`config.mk`:
```
export PLATFORM = sky130hd
export DESIGN_NAME = uart_tx_flat
export DESIGN_NICKNAME = d
export VERILOG_FILES = /design/src/rtl/uart_pkg.sv /design/src/rtl/uart_tx_if.sv /design/src/rtl/uart_tx_fifo.sv /design/src/rtl/uart_tx.sv /design/src/flat_wrapper.sv
export SDC_FILE = /design/constraint.sdc
export NUM_CORES = 1
export LEC_CHECK = 0
export CAP_MARGIN = 10
export CORE_MARGIN = 4
export CORE_UTILIZATION = 56
export CTS_BUF_LIST = sky130_fd_sc_hd__clkbuf_2
export DETAILED_ROUTE_END_ITERATION = 10
export PLACE_DENSITY = 0.78
export SLEW_MARGIN = 5
export SYNTH_ARGS = -nofsm -noshare
export SYNTH_HDL_FRONTEND = slang
export SYNTH_SLANG_ARGS = --single-unit
```
`constraint.sdc`:
```
create_clock -name clk -period 1.8 [get_ports clk]
set_input_delay 0.27 -clock clk [delete_from_list [all_inputs] [get_ports clk]]
set_output_delay 0.27 -clock clk [all_outputs]
set_load 0.02 [all_outputs]
```
`src/rtl/uart_pkg.sv`:
```
// uart_pkg: definitions shared by the UART transmitter and receiver.
//   FRAME_BITS / DATA_BITS : 8N1 frame geometry (start + 8 data + stop).
//   LINE_IDLE              : level of an idle serial line.
//   uart_state_e           : serializer state encoding, reused by the receiver.
package uart_pkg;

  localparam int   FRAME_BITS = 10;
  localparam int   DATA_BITS  = 8;
  localparam logic LINE_IDLE  = 1'b1;

  typedef enum logic [1:0] {
    IDLE  = 2'd0,
    START = 2'd1,
    DATA  = 2'd2,
    STOP  = 2'd3
  } uart_state_e;

endpackage

```
`src/rtl/uart_tx_if.sv`:
```
// uart_tx_if: byte push handshake into the UART transmitter.
//   data  : byte offered by the producer
//   valid : data is offered this cycle
//   ready : transmitter can take a byte this cycle
// A byte moves on a rising edge with valid && ready.
//   master : producer side
//   slave  : transmitter side
interface uart_tx_if;
  import uart_pkg::*;

  logic [DATA_BITS-1:0] data;
  logic                 valid;
  logic                 ready;

  modport master (output data, output valid, input ready);
  modport slave  (input data, input valid, output ready);

endinterface

```
`src/rtl/uart_tx_fifo.sv`:
```
// uart_tx_fifo: circular byte buffer in front of the serializer.
//   clk, rst_n : clock, async active-low reset (empties the buffer)
//   push, din  : write din at the tail (caller guarantees !full)
//   full       : no free entry
//   pop, dout  : drop the head entry; dout is the head, read combinationally
//   empty      : no stored entry
// Pointers carry one extra MSB so full and empty are distinguishable
// when the index bits match.
module uart_tx_fifo
  import uart_pkg::*;
#(
  parameter int FIFO_DEPTH = 4
) (
  input  logic                 clk,
  input  logic                 rst_n,
  input  logic                 push,
  input  logic [DATA_BITS-1:0] din,
  output logic                 full,
  input  logic                 pop,
  output logic [DATA_BITS-1:0] dout,
  output logic                 empty
);

  localparam int AW = $clog2(FIFO_DEPTH);
  localparam int PW = AW + 1;

  logic [PW-1:0]        wr_ptr;
  logic [PW-1:0]        rd_ptr;
  logic [DATA_BITS-1:0] mem [FIFO_DEPTH];

  always_ff @(posedge clk or negedge rst_n) begin
    if (!rst_n) begin
      wr_ptr <= '0;
      rd_ptr <= '0;
    end else begin
      if (push) wr_ptr <= wr_ptr + 1'b1;
      if (pop)  rd_ptr <= rd_ptr + 1'b1;
    end
  end

  // Storage needs no reset: an entry is only read after it has been written.
  always_ff @(posedge clk) begin
    if (push) mem[wr_ptr[AW-1:0]] <= din;
  end

  assign empty = (wr_ptr == rd_ptr);
  assign full  = (wr_ptr[AW-1:0] == rd_ptr[AW-1:0]) && (wr_ptr[AW] != rd_ptr[AW]);
  assign dout  = mem[rd_ptr[AW-1:0]];

endmodule

```
`src/rtl/uart_tx.sv`:
```
// uart_tx: 8N1 UART transmitter with an input FIFO.
//   clk, rst_n : clock, async active-low reset (abandons any frame in flight)
//   bus        : uart_tx_if.slave byte push handshake (data/valid/ready)
//   tx         : registered serial line, idles high
//   busy       : frame in progress or bytes still queued
// Parameters: CLK_PER_BIT (>= 2) cycles per bit, FIFO_DEPTH (power of two, >= 2).
// tx is registered from the current state, so the line lags the FSM by one
// cycle uniformly; every bit still lasts exactly CLK_PER_BIT cycles.
module uart_tx
  import uart_pkg::*;
#(
  parameter int CLK_PER_BIT = 435,
  parameter int FIFO_DEPTH  = 4
) (
  input  logic      clk,
  input  logic      rst_n,
  uart_tx_if.slave  bus,
  output logic      tx,
  output logic      busy
);

  localparam int             CW      = $clog2(CLK_PER_BIT);
  localparam logic [CW-1:0]  CNT_MAX = CW'(CLK_PER_BIT - 1);

  logic                 full;
  logic                 empty;
  logic                 push;
  logic                 pop;
  logic [DATA_BITS-1:0] fifo_dout;

  uart_state_e          state;
  uart_state_e          state_n;
  logic [CW-1:0]        cnt;
  logic [2:0]           bit_idx;
  logic [DATA_BITS-1:0] shift;
  logic                 tx_n;
  logic                 bit_end;

  // ready depends on registered pointers only.
  assign bus.ready = !full;
  assign push      = bus.valid && !full;

  uart_tx_fifo #(
    .FIFO_DEPTH (FIFO_DEPTH)
  ) u_fifo (
    .clk   (clk),
    .rst_n (rst_n),
    .push  (push),
    .din   (bus.data),
    .full  (full),
    .pop   (pop),
    .dout  (fifo_dout),
    .empty (empty)
  );

  assign bit_end = (cnt == CNT_MAX);
  assign busy    = (state != IDLE) || !empty;

  always_ff @(posedge clk or negedge rst_n) begin
    if (!rst_n) begin
      state <= IDLE;
      tx    <= LINE_IDLE;
    end else begin
      state <= state_n;
      tx    <= tx_n;
    end
  end

  always_comb begin
    state_n = state;
    pop     = 1'b0;
    tx_n    = LINE_IDLE;
    unique case (state)
      IDLE: begin
        tx_n = LINE_IDLE;
        if (!empty) begin
          pop     = 1'b1;
          state_n = START;
        end
      end
      START: begin
        tx_n = 1'b0;
        if (bit_end) state_n = DATA;
      end
      DATA: begin
        tx_n = shift[0];
        if (bit_end && (bit_idx == 3'd7)) state_n = STOP;
      end
      STOP: begin
        tx_n = LINE_IDLE;
        if (bit_end) begin
          // Chain straight into the next start bit when more bytes wait.
          if (!empty) begin
            pop     = 1'b1;
            state_n = START;
          end else begin
            state_n = IDLE;
          end
        end
      end
      default: state_n = IDLE;
    endcase
  end

  // Bit-time counter: held at 0 in IDLE so START always begins a full bit.
  always_ff @(posedge clk or negedge rst_n) begin
    if (!rst_n) begin
      cnt <= '0;
    end else if ((state == IDLE) || bit_end) begin
      cnt <= '0;
    end else begin
      cnt <= cnt + 1'b1;
    end
  end

  // Data bit index; wraps back to 0 after bit 7 as DATA ends.
  always_ff @(posedge clk or negedge rst_n) begin
    if (!rst_n) begin
      bit_idx <= '0;
    end else if (state != DATA) begin
      bit_idx <= '0;
    end else if (bit_end) begin
      bit_idx <= bit_idx + 1'b1;
    end
  end

  always_ff @(posedge clk or negedge rst_n) begin
    if (!rst_n) begin
      shift <= '0;
    end else if (pop) begin
      shift <= fifo_dout;
    end else if ((state == DATA) && bit_end) begin
      shift <= {1'b0, shift[DATA_BITS-1:1]};
    end
  end

endmodule

```
`src/flat_wrapper.sv`:
```
// flat-port wrapper written by rule: the top's interface ports become plain ports
module uart_tx_flat import uart_pkg::*;
#(
  parameter int CLK_PER_BIT = 435,
  parameter int FIFO_DEPTH  = 4
)
  (clk, rst_n, tx, busy, bus_data, bus_valid, bus_ready);
  uart_tx_if bus_i ();
  input  logic clk;
  input  logic rst_n;
  output logic tx;
  output logic busy;
  input wire logic [$bits(bus_i.data)-1:0] bus_data;
  input wire logic [$bits(bus_i.valid)-1:0] bus_valid;
  output wire logic [$bits(bus_i.ready)-1:0] bus_ready;
  assign bus_i.data = bus_data;
  assign bus_i.valid = bus_valid;
  assign bus_ready = bus_i.ready;
  uart_tx #(.CLK_PER_BIT(CLK_PER_BIT), .FIFO_DEPTH(FIFO_DEPTH)) u_core (.clk(clk), .rst_n(rst_n), .bus(bus_i), .tx(tx), .busy(busy));
endmodule
```
==> qor.csv <==
metric,value,unit
clock-root-buffer,clkbuf_2,
synth_cells,185,
synth-seq-area-share,60.30,%
avgViaCountPerCell,5.370,
nNetsFinal,259,
rows,25,
drcViolationCount,0,
cts_buffers,9,
fin_cells,305,
path_class,reg2reg,
fin_ws,-0.06969,ns
worst_ep_required_time,2.19,ns
antenna_found_initial,0,
die-area,6193,um^2
start_kind,register,
pwr_density_cell,908.4,nW/um^2
r2r.worst_path.cells,7,
drt_iter0_drc,76,
avgRoutedWirePerCell,16.02,um
setup_tns,-0.5061,ns
cts_buffer_depth,2,
clk_latency,0.50,ns
clock_sinks,61,
hold_viol,0,
drt_wl_total,4885,um
leakage,1.414,nW
post-route-period-util,103.9,%
start_util,58.48,%
status,"complete, but fails checks",
period_minus_slack,1.870,ns
slew-limit-headroom,70.70,%
netlist_area,2799,um^2
antenna_left,0,
antenna_cells,0,
cts_max_level,3,
avgSynthCellArea,15.13,um^2
grt-ovfl-total,0,
critPathCaptureType,register,
clk_pin_slew,0.18,ns
portBuffers,13,
async_flop_share,47.54,%
grt_max_degree,30,
finClkSkew,0.02209,ns
violations,negative setup slack,
dp.cells,280,
synth_fp_nets,211,
synth_top_area_share,34.33,%
grt_pass1_vias,1825,
placeableCoreArea,4786,um^2
setup_viol,10,
grt_usage,18.33,%
synth_top_area_cell,edfxtp_1,
synth_ff_type,edfxtp_1,
grt_pass1_wl,8418,um
fmax,534.8,MHz
first_pass_iters,4,
place_hpwl,3346,um
via_count,1638,
crit_fanout,5,
ys_ff_latch,61,
synthTopCellsByArea,"edfxtp_1 34%, dfrtp_1 25%, ha_1 6.7%, mux4_2 6.4%, mux2_4 4.3%",
cp.arrival,2.26,ns
hold_class,in2async,
cts_tree,done,
synth_common_cells,"32 x edfxtp_1, 28 x dfrtp_1, 15 x ha_1",
slew_violations,0,
synthToLayoutAreaGrowth,21.28,%
rsz0062_at_grt,true,
drv_cap,0,
die_x,78.70,um
io_pins,14,
ys_types,35,
ys_warn_count,0,
tightest_slew,0.4395,ns
n_fill_cell,335,
yosysMostFrequentCell,edfxtp_1,
synth_edf_count,32,
vdd_drop_max,0.7574,mV
place_congestion,0.7794,
drive_above_1_share,37.39,%
timing.hold.ws,0.1089,ns
fp.dieH,78.70,um
## flip-flops by register name, indices dropped and copies added, names as in the netlist
name / count
u_core.u_fifo.mem: 32
u_core.cnt: 9
u_core.shift: 8
u_core.bit_idx: 3
u_core.u_fifo.rd_ptr: 3
u_core.u_fifo.wr_ptr: 3
u_core.state: 2
u_core.tx: 1
## placed cells by master (no fill, tap or decap), types with 2 or more instances in the layout
cell type / instances
and2_1: 3
xor2_1: 8
o21ai_0: 2
xnor2_1: 10
nor2_1: 11
and2_2: 3
buf_6: 3
a21boi_0: 2
mux4_2: 8
clkinvlp_4: 2
clkdlybuf4s50_1: 10
edfxtp_1: 32
inv_2: 2
nand2_1: 8
nand3_1: 5
buf_4: 27
mux2_2: 7
inv_1: 5
clkbuf_2: 9
nand4_1: 2
clkinv_4: 2
dfrtp_1: 28
nand3_2: 2
ha_1: 13
nor3_2: 2
mux2_4: 9
## area by class of cell
| class | instances | area [um^2] | share of cell area, % |
|---|---|---|---|
| sequential | 61 | 1688 | 49.72 |
| multi-input combinational | 112 | 1126 | 33.17 |
| timing repair buffer | 42 | 350.3 | 10.32 |
| tap | 67 | 83.83 | 2.470 |
| clock inverter | 7 | 75.07 | 2.212 |
| clock buffer | 9 | 45.04 | 1.327 |
| inverter | 7 | 26.28 | 0.7740 |
## metrics by stage
stage | total power, mW | utilization (%) | cell area [um^2] | setup WS [ns]
after detailed placement | 2.265 | 65.49 | 3134 | -0.04655
after CTS | 3.127 | 69.62 | 3332 | -0.1199
after floorplan | 2.039 | - | 2800 | -0.05139
after global placement | 2.221 | 65.49 | 3134 | -0.01633
after global routing | 3.256 | 70.93 | 3395 | -0.1374
final | 3.084 | 70.93 | 3395 | -0.06969
## cell families (layout without fill, tap and decap cells)
| logic type | after synthesis | in the layout | share of synthesized area [%] |
|---|---|---|---|
| AOI/OAI and AO/OA | 10 | 10 | 2.548 |
| adders and majority gates | 15 | 15 | 6.705 |
| buffers and inverters | 12 | 65 | 1.967 |
| DFF | 61 | 61 | 60.30 |
| muxes | 25 | 25 | 14.31 |
| and+or+nand+nor | 44 | 44 | 8.538 |
| xor gates and xnor gates | 18 | 18 | 5.633 |
## repair_timing
item	4_1_cts	5_1_grt
setup buffers	7	1
pin swaps	2	1
hold buffers	0	0
endpoints found under the setup margin	11	29
gates cloned	1	0
gates resized for setup	17	15
## worst max-delay path, stage by stage, from the launching register on
cell and delay (ns):
dfrtp_1 0.43, inv_2 0.05, ha_2 0.16, and4_4 0.21
a31oi_2 0.10, or3_4 0.36, buf_6 0.15, mux2_4 0.29
## power breakdown
| part | internal, mW | switching, mW | total [mW] |
|---|---|---|---|
| registers | 1.66 | 0.0705 | 1.73 |
| logic | 0.236 | 0.282 | 0.518 |
| clock network | 0.324 | 0.508 | 0.832 |
| total | 2.22 | 0.861 | 3.08 |
## path summary, 6_finish.rpt
kind                                      start  slack, ns                      end
worst max-delay path              u_core.cnt[0]      -0.07          u_core.shift[3]
worst min-delay path                      rst_n       0.11          u_core.state[1]
worst min register to register  u_core.shift[0]       0.50                u_core.tx
worst max register to register    u_core.cnt[0]      -0.07          u_core.shift[3]
min in group clk                    bus_data[0]       0.39  u_core.u_fifo.mem[0][0]
max in group asynchronous                 rst_n       1.39                u_core.tx
## metal layers
| metal | GRT usage, % | part of all wire [%] | vias to the layer above |
|---|---|---|---|
| met5 | 0 | 0 | - |
| met1 | 19.14 | 39 | 819 |
| met4 | 8.217 | 1.6 | 0 |
| met3 | 6.689 | 5.0 | 12 |
| li1 | - | - | 773 |
| met2 | 32.77 | 54 | 34 |
Note: power is estimated with default switching activity, not from simulation.
